## config.mk

```make
export PLATFORM = sky130hd
export DESIGN_NAME = lsb_embedder_flat
export DESIGN_NICKNAME = d
export VERILOG_FILES = /design/src/rtl/lsb_embedder_pkg.sv /design/src/rtl/lsb_embedder_if.sv /design/src/rtl/lsb_embedder_merge.sv /design/src/rtl/lsb_embedder.sv /design/src/flat_wrapper.sv
export SDC_FILE = /design/constraint.sdc
export NUM_CORES = 1
export LEC_CHECK = 0
export BUFFER_PORTS_ARGS = -buffer_cell sky130_fd_sc_hd__buf_4
export CAP_MARGIN = 20
export CORE_ASPECT_RATIO = 0.9
export CORE_MARGIN = 2
export CORE_UTILIZATION = 40
export CTS_CLUSTER_SIZE = 24
export DETAILED_ROUTE_END_ITERATION = 8
export PLACE_DENSITY = 0.68
export SLEW_MARGIN = 40
export SYNTH_ARGS = -nofsm -noshare
export SYNTH_HDL_FRONTEND = slang
export SYNTH_SLANG_ARGS = --single-unit
export TNS_END_PERCENT = 50
```

## constraint.sdc

```tcl
create_clock -name CLK100MHZ -period 2.6 [get_ports CLK100MHZ]
set_input_delay 0.26 -clock CLK100MHZ [delete_from_list [all_inputs] [get_ports CLK100MHZ]]
set_output_delay 0.26 -clock CLK100MHZ [all_outputs]
set_load 0.02 [all_outputs]
```

## src/rtl/lsb_embedder_pkg.sv

```systemverilog
// lsb_embedder_pkg: constants and FSM encoding shared by the LSB embedder and extractor.
package lsb_embedder_pkg;
  typedef enum logic [2:0] {IDLE, ACCEPT, READ, WAIT, WRITE, TERM, FINISH} state_t;
  localparam logic [7:0] TERM_CHAR = 8'h00;
  localparam logic [7:0] BLANK_CHAR = 8'h20;
  localparam int BITS_PER_CHAR = 8;
  function automatic logic [7:0] sanitize(input logic [7:0] c);
    return c == TERM_CHAR ? BLANK_CHAR : c;
  endfunction
endpackage

```

## src/rtl/lsb_embedder_if.sv

```systemverilog
// lsb_embedder_if: character stream, BRAM port A and status signals of the embedder.
interface lsb_embedder_if #(parameter int ADDR_W = 12) ();
  logic start;
  logic [7:0] char_data;
  logic char_valid;
  logic char_last;
  logic char_ready;
  logic bram_en;
  logic bram_we;
  logic [ADDR_W-1:0] bram_addr;
  logic [7:0] bram_din;
  logic [7:0] bram_dout;
  logic busy;
  logic done;
  logic overflow;
  modport slave (
    input start, char_data, char_valid, char_last, bram_dout,
    output char_ready, bram_en, bram_we, bram_addr, bram_din, busy, done, overflow
  );
  modport master (
    output start, char_data, char_valid, char_last, bram_dout,
    input char_ready, bram_en, bram_we, bram_addr, bram_din, busy, done, overflow
  );
endinterface

```

## src/rtl/lsb_embedder_merge.sv

```systemverilog
// lsb_merge: replaces bit 0 of an image byte with a message bit.
module lsb_merge (
  input  logic [7:0] orig,
  input  logic       lsb,
  output logic [7:0] merged
);
  assign merged = (orig & 8'hFE) | {7'b0, lsb};
endmodule

```

## src/rtl/lsb_embedder.sv

```systemverilog
// lsb_embedder: read-modify-write embedding of an ASCII message, MSB first, into image byte LSBs.
module lsb_embedder
  import lsb_embedder_pkg::*;
#(
  parameter int ADDR_W = 12,
  parameter int START_ADDR = 0,
  parameter int MAX_CHARS = 128,
  parameter int RD_LAT = 1
) (
  input logic CLK100MHZ,
  input logic Reset,
  lsb_embedder_if.slave bus
);
  localparam int CW = $clog2(MAX_CHARS + 1);
  state_t state, state_n;
  logic [ADDR_W-1:0] addr;
  logic [2:0] bit_cnt;
  logic [CW-1:0] char_cnt;
  logic [7:0] sh;
  logic [7:0] merged;
  logic last_f, term_f, ovf, full;
  assign full = char_cnt == CW'(MAX_CHARS - 1);
  lsb_merge u_merge (.orig(bus.bram_dout), .lsb(sh[7]), .merged(merged));
  always_comb begin
    state_n = state;
    case (state)
      IDLE:    state_n = bus.start ? ACCEPT : IDLE;
      ACCEPT:  state_n = !bus.char_valid ? ACCEPT : full ? TERM : READ;
      READ:    state_n = RD_LAT == 2 ? WAIT : WRITE;
      WAIT:    state_n = WRITE;
      WRITE:   state_n = bit_cnt != 3'd7 ? READ : last_f ? TERM : term_f ? FINISH : ACCEPT;
      TERM:    state_n = READ;
      FINISH:  state_n = IDLE;
      default: state_n = IDLE;
    endcase
  end
  always_ff @(posedge CLK100MHZ) begin
    if (Reset) begin
      state <= IDLE;
      addr <= '0;
      bit_cnt <= '0;
      char_cnt <= '0;
      sh <= '0;
      last_f <= 1'b0;
      term_f <= 1'b0;
      ovf <= 1'b0;
    end else begin
      state <= state_n;
      case (state)
        IDLE: if (bus.start) begin
          addr <= ADDR_W'(START_ADDR);
          char_cnt <= '0;
          term_f <= 1'b0;
          ovf <= 1'b0;
        end
        // A full buffer still consumes the character so the source is not stalled forever.
        ACCEPT: if (bus.char_valid) begin
          if (full) ovf <= 1'b1;
          else begin
            sh <= sanitize(bus.char_data);
            last_f <= bus.char_last;
            bit_cnt <= '0;
            char_cnt <= char_cnt + 1'b1;
          end
        end
        WRITE: begin
          addr <= addr + 1'b1;
          sh <= {sh[6:0], 1'b0};
          bit_cnt <= bit_cnt + 1'b1;
        end
        TERM: begin
          sh <= TERM_CHAR;
          last_f <= 1'b0;
          term_f <= 1'b1;
          bit_cnt <= '0;
        end
        default: ;
      endcase
    end
  end
  assign bus.char_ready = state == ACCEPT;
  assign bus.bram_en = state inside {READ, WAIT, WRITE};
  assign bus.bram_we = state == WRITE;
  assign bus.bram_addr = addr;
  assign bus.bram_din = state == WRITE ? merged : 8'h00;
  assign bus.busy = state != IDLE;
  assign bus.done = state == FINISH;
  assign bus.overflow = ovf;
endmodule
```

## src/flat_wrapper.sv

```systemverilog
// flat-port wrapper written by rule: the top's interface ports become plain ports
module lsb_embedder_flat import lsb_embedder_pkg::*;
#(
  parameter int ADDR_W = 12,
  parameter int START_ADDR = 0,
  parameter int MAX_CHARS = 128,
  parameter int RD_LAT = 1
)
  (CLK100MHZ, Reset, bus_start, bus_char_data, bus_char_valid, bus_char_last, bus_bram_dout, bus_char_ready, bus_bram_en, bus_bram_we, bus_bram_addr, bus_bram_din, bus_busy, bus_done, bus_overflow);
  lsb_embedder_if #(.ADDR_W(ADDR_W)) bus_i ();
  input logic CLK100MHZ;
  input logic Reset;
  input wire logic [$bits(bus_i.start)-1:0] bus_start;
  input wire logic [$bits(bus_i.char_data)-1:0] bus_char_data;
  input wire logic [$bits(bus_i.char_valid)-1:0] bus_char_valid;
  input wire logic [$bits(bus_i.char_last)-1:0] bus_char_last;
  input wire logic [$bits(bus_i.bram_dout)-1:0] bus_bram_dout;
  output wire logic [$bits(bus_i.char_ready)-1:0] bus_char_ready;
  output wire logic [$bits(bus_i.bram_en)-1:0] bus_bram_en;
  output wire logic [$bits(bus_i.bram_we)-1:0] bus_bram_we;
  output wire logic [$bits(bus_i.bram_addr)-1:0] bus_bram_addr;
  output wire logic [$bits(bus_i.bram_din)-1:0] bus_bram_din;
  output wire logic [$bits(bus_i.busy)-1:0] bus_busy;
  output wire logic [$bits(bus_i.done)-1:0] bus_done;
  output wire logic [$bits(bus_i.overflow)-1:0] bus_overflow;
  assign bus_i.start = bus_start;
  assign bus_i.char_data = bus_char_data;
  assign bus_i.char_valid = bus_char_valid;
  assign bus_i.char_last = bus_char_last;
  assign bus_i.bram_dout = bus_bram_dout;
  assign bus_char_ready = bus_i.char_ready;
  assign bus_bram_en = bus_i.bram_en;
  assign bus_bram_we = bus_i.bram_we;
  assign bus_bram_addr = bus_i.bram_addr;
  assign bus_bram_din = bus_i.bram_din;
  assign bus_busy = bus_i.busy;
  assign bus_done = bus_i.done;
  assign bus_overflow = bus_i.overflow;
  lsb_embedder #(.ADDR_W(ADDR_W), .START_ADDR(START_ADDR), .MAX_CHARS(MAX_CHARS), .RD_LAT(RD_LAT)) u_core (.CLK100MHZ(CLK100MHZ), .Reset(Reset), .bus(bus_i));
endmodule
```

---- After elaboration in Yosys (flattened, before gate mapping) ----
Cells that the tools add are included.
cells by class
  bitwise gates (word level) .............. 1
  equal/unequal tests ..................... 12
  add/sub/neg operators ................... 3
  reduce and logical (&&, ||, !) cells .... 16
  muxes and demuxes ....................... 29
operator list
  kind                   number
  $mux 8                 7
  $pmux 12 s2            1
  $pmux 8 s3             1
  $mux 3                 7
  $pmux 8 s2             1
  $pmux 3 s5             1
  $add 12x1->12 const B  1
  $mux 12                1
  $eq 3x3->1 const B     3
  $pmux 3 s3             1
  $reduce_bool 3->1      3
  $add 8x1->8 const B    1
  $eq 8x7->1 const B     1
  $logic_not 8->1        1
  $or 8x1->8             1
  $reduce_and 4->1       2
  $reduce_bool 2->1      4
  $eq 3x2->1 const B     2
  $mux 1                 6
  $ne 2x2->1 const B     3
  $pmux 1 s2             3
  $reduce_and 3->1       2
  $reduce_and 2->1       2
  $add 3x1->3 const B    1
  other kinds (5)        5
word-level totals
  register bits ........................... 37
  output and inout bits ................... 26

---- Logic depth before layout (Yosys ltp) ----
  depth in word-level cells ............... 5
  mapped depth ............................ 8
  gate-level depth less buffers ........... 5

---- Cells and area by module ----
Synthesis repeated with hierarchy kept, for this count alone.
unflattened totals
  cells, all modules ...................... 249
  area total of the unflattened synthesis .. 2,016.9 um^2
modules (own cells, without submodules)
  module        cells each  area each (um^2)  times used
  lsb_embedder  241         1,956.9           1
  lsb_merge     8           60.1              1

---- Worst setup path before layout ----
Ideal clock, no wire load.
  path kind ............................... register to output
  from .................................... register u_core.state[2]
  to ...................................... output bus_bram_din[0]
  path slack .............................. 0.713 ns
  arrival ................................. 1.627 ns
  stages on the path, launching flop included .. 7
  cells stage by stage .................... dfxtp_1 > buf_4 > or3b_1 > buf_6 > clkinv_4 > clkbuf_1 > and2_1
between the ends
  word-level cells in the longest chain between the ends .. 2
RTL lines
  element                   line                RTL
  start: declaration        lsb_embedder.sv:15  state_t state, state_n;
  start signal: assignment  lsb_embedder.sv:48  state <= state_n;
  $eq 3x3->1                --
  net bus_bram_we           flat_wrapper.sv:20  output wire logic [$bits(bus_i.bram_we)-1:0] bus_bram_we;
  $mux 8                    lsb_embedder.sv:85  assign bus.bram_din = state == WRITE ? merged : 8'h00;
  end: declaration          flat_wrapper.sv:22  output wire logic [$bits(bus_i.bram_din)-1:0] bus_bram_din;
The timed path passes the listed nets, and every way through them passes these cells.

---- Worst setup path after layout ----
  from .................................... register u_core.state[1]
  to ...................................... output bus_bram_en
between the ends
  word-level cells in the longest chain between the ends .. 2
RTL lines
  element                                   line                RTL
  $eq 3x2->1 or $eq 3x3->1 (tied branches)  lsb_embedder.sv:82  assign bus.bram_en = state inside {READ, WAIT, WRITE};
  $reduce_bool 3->1 (*)                     lsb_embedder.sv:82
  end: declaration                          flat_wrapper.sv:19  output wire logic [$bits(bus_i.bram_en)-1:0] bus_bram_en;
Mark *: on every way between the ends. The rest lies on a longest branch, timed or not.

==> flow_summary.ini <==
[die]
num_rows = 24
die_h_um = 70.9
dieArea_um2 = 5550
coreArea_um2 = 4800
io_pins = 47
start_util = 0.414
dieWidth_um = 78.3

[power]
p_sw_frac = 0.267
pwr-share-seq = 0.524
netSwitchingPower_uw = 301
clkPwrFrac = 0.351
leakagePower_uw = 0.00101
p_comb_frac = 0.125
p_int_uw = 827
irDropWorstVdd_v = 0.000290
p_per_area_nw_per_um2 = 459

[sta]
fin_crit_sh = 0.764
fin_tns_setup_ns = 0
worst_pin_slew_ns = 0.766
rsz0062_at_grt = no
maxSlewHeadroom = 0.485
final_max_slew_viol_count = 0
max_freq_mhz = 503
finalClockSkew_ns = 0.00776
min_period_ns = 1.99
hold_viol_final = 0
setup_viol = 0

[worst_setup_path]
worst-setup-path-type = reg2out
end_kind = primary output
startpoint_type = flip-flop
arrival_ns = 1.73
r2r_cells = 6
startpoint = u_core.state[1]
r2r-end = u_core.sh[6]
r2r-start = u_core.char_cnt[1]
required_ns = 2.34
reg2reg_slack_ns = 0.68
endpoint = bus_bram_en
path_max_fanout = 15

[cts]
clockBufferDepth = 2
post-cts-setup-buffers = 0
cts_tree = built
cts_sinks = 37
cts_htree_levels = 2
numCtsBuffers = 5
holdBufCountCts = 0
path_clk_slew_ns = 0.08
cts_resized = 0
root_buffer = clkbuf_8
clk_latency_ns = 0.30

[cells_and_area]
seqCellArea_um2 = 741
fin_nets = 305
n_fill_cell = 483
fin_area_um2 = 2460
syn_to_final_growth_pct = 23.7
antenna_cells = 0
drive_gt1_frac = 0.228
multi_input_area_um2 = 1150

[synthesis]
yosys-top-cells-area = dfxtp_1 (37%), a21oi_1 (5.3%), nor2_1 (3.8%)
synthFlopType = dfxtp_1
synth_edf_count = 0
synth_area_leader_cell = dfxtp_1
yosysMostFrequentCell = dfxtp_1
synth_area_um2 = 1990
syn_area_per_cell_um2 = 8.43
ys_types = 53
synth_cells = 236
synth_commonest_cells = dfxtp_1 (37), a21oi_1 (21), nor2_1 (20)
synth-seq-cells = 37
synth-xor-area-share = 0
synth_fp_nets = 261
yosysSeqAreaShare = 0.372
synth-compound-area-share = 0.250
synth_top_area_frac = 0.372
async_flop_share = 0
synthMuxAreaShare = 0.0258
yosys.area_share.simple = 0.277
synth_fa_ha_area_frac = 0.0252
synth_top_family_by_area = simple AND/OR/NAND/NOR gates
yosysWarnings = 0

[outcome]
status = finished, final reports clean

[route]
wire_per_inst_um = 13.3
first_pass_iters = 4
drtIter0Drc = 94
vias = 1919
routed_wl_um = 4590
ant_nets = 0
detail_route.vias_per_cell = 5.55
route.detailed.drc = 0

[placed_design]
dp.final_hpwl_um = 3190
placed_area_um2 = 2380
gp_congestion = 0.821
portBuffers = 45

[global_routing]
antenna_found_initial = 0
grt_pass1_wl_um = 7960
grt_pass1_vias = 1790
use_met2 = 0.288
met1_usage = 0.230
grtUsageTotal = 0.178
grt_max_degree = 32
grtUsageMet3 = 0.0408
busiest_layer = met2
grt_overflow = 0

[worst_hold_path]
holdCritPathClass = in2reg
hold_depth = 3

[run]
maxCapViolations = 0
## area by class of cell
| class | instances | area share |
|---|---|---|
| clock inverters | 2 | 0.00407 |
| repair buffers | 50 | 0.153 |
| clock buffers | 6 | 0.0295 |
| inverters | 7 | 0.0127 |
| multi-input cells | 179 | 0.467 |
| well taps | 65 | 0.0330 |
| flip-flops and latches | 37 | 0.301 |
## critical path, stage by stage (launching register included)
cell and delay (ns):
dfxtp_1 0.45, or3b_1 0.50, buf_4 0.20, o21ai_0 0.10
buf_4 0.18
## worst min-delay path by stage
stage	startpoint	to
floorplan	bus_char_valid	u_core.char_cnt[2]
CTS	bus_char_valid	u_core.char_cnt[2]
finish	bus_char_data[0]	u_core.sh[0]
detailed placement	u_core.sh[7]	u_core.sh[7]
global placement	u_core.sh[7]	u_core.sh[7]
global route	bus_char_valid	u_core.char_cnt[2]
## cells in the final DEF (no fill, tap or decap), drive strengths merged, types with 5 or more instances in the layout
master  instances
a21o            6
a21oi          21
a22oi           7
and2            9
and3            6
buf            50
clkbuf          6
dfxtp          37
inv             6
nand2          13
nand3          12
nand3b          5
nor2           20
o21ai          13
or3             5
## sequential cells by signal, indices dropped and copies added, names as in the netlist
name and flops:
u_core.state 3, u_core.last_f 1, u_core.bus.overflow 1, u_core.sh 8, u_core.bus.bram_addr 12, u_core.term_f 1
u_core.bit_cnt 3, u_core.char_cnt 8
## power by group through the flow
stage / registers [uW] / logic (uW) / clock network (uW)
2_1_floorplan: 598 / 91.0 / 0
3_3_place_gp: 604 / 140 / 0
3_5_place_dp: 604 / 141 / 0
4_1_cts: 591 / 142 / 408
5_1_grt: 593 / 157 / 437
6_report: 591 / 141 / 396
## routing by layer
metal	wire length, um	vias up	share of wire
met5	0	-	0
met4	22	0	0.0048
met3	215	2	0.047
met2	2150	40	0.47
met1	2200	906	0.48
li1	-	971	-
## kinds of logic after synthesis
kind of cell / Yosys count
simple gates: 95
compound gates: 75
flops: 37
buf+inv: 20
mux: 5
fa+ha+maj: 4
## stage by stage
stage / setup WS [ns] / hold WS (ns) / util / std cells / power (uW)
2_1_floorplan: 0.713 / 0.411 / - / 236 / 689
3_3_place_gp: 0.726 / 0.449 / 0.495 / 338 / 744
3_5_place_dp: 0.713 / 0.452 / 0.495 / 338 / 745
4_1_cts: 0.612 / 0.270 / 0.512 / 346 / 1140
5_1_grt: 0.481 / 0.289 / 0.512 / 346 / 1190
6_report: 0.613 / 0.280 / 0.512 / 346 / 1130
Power figures use the tool's default switching activity.
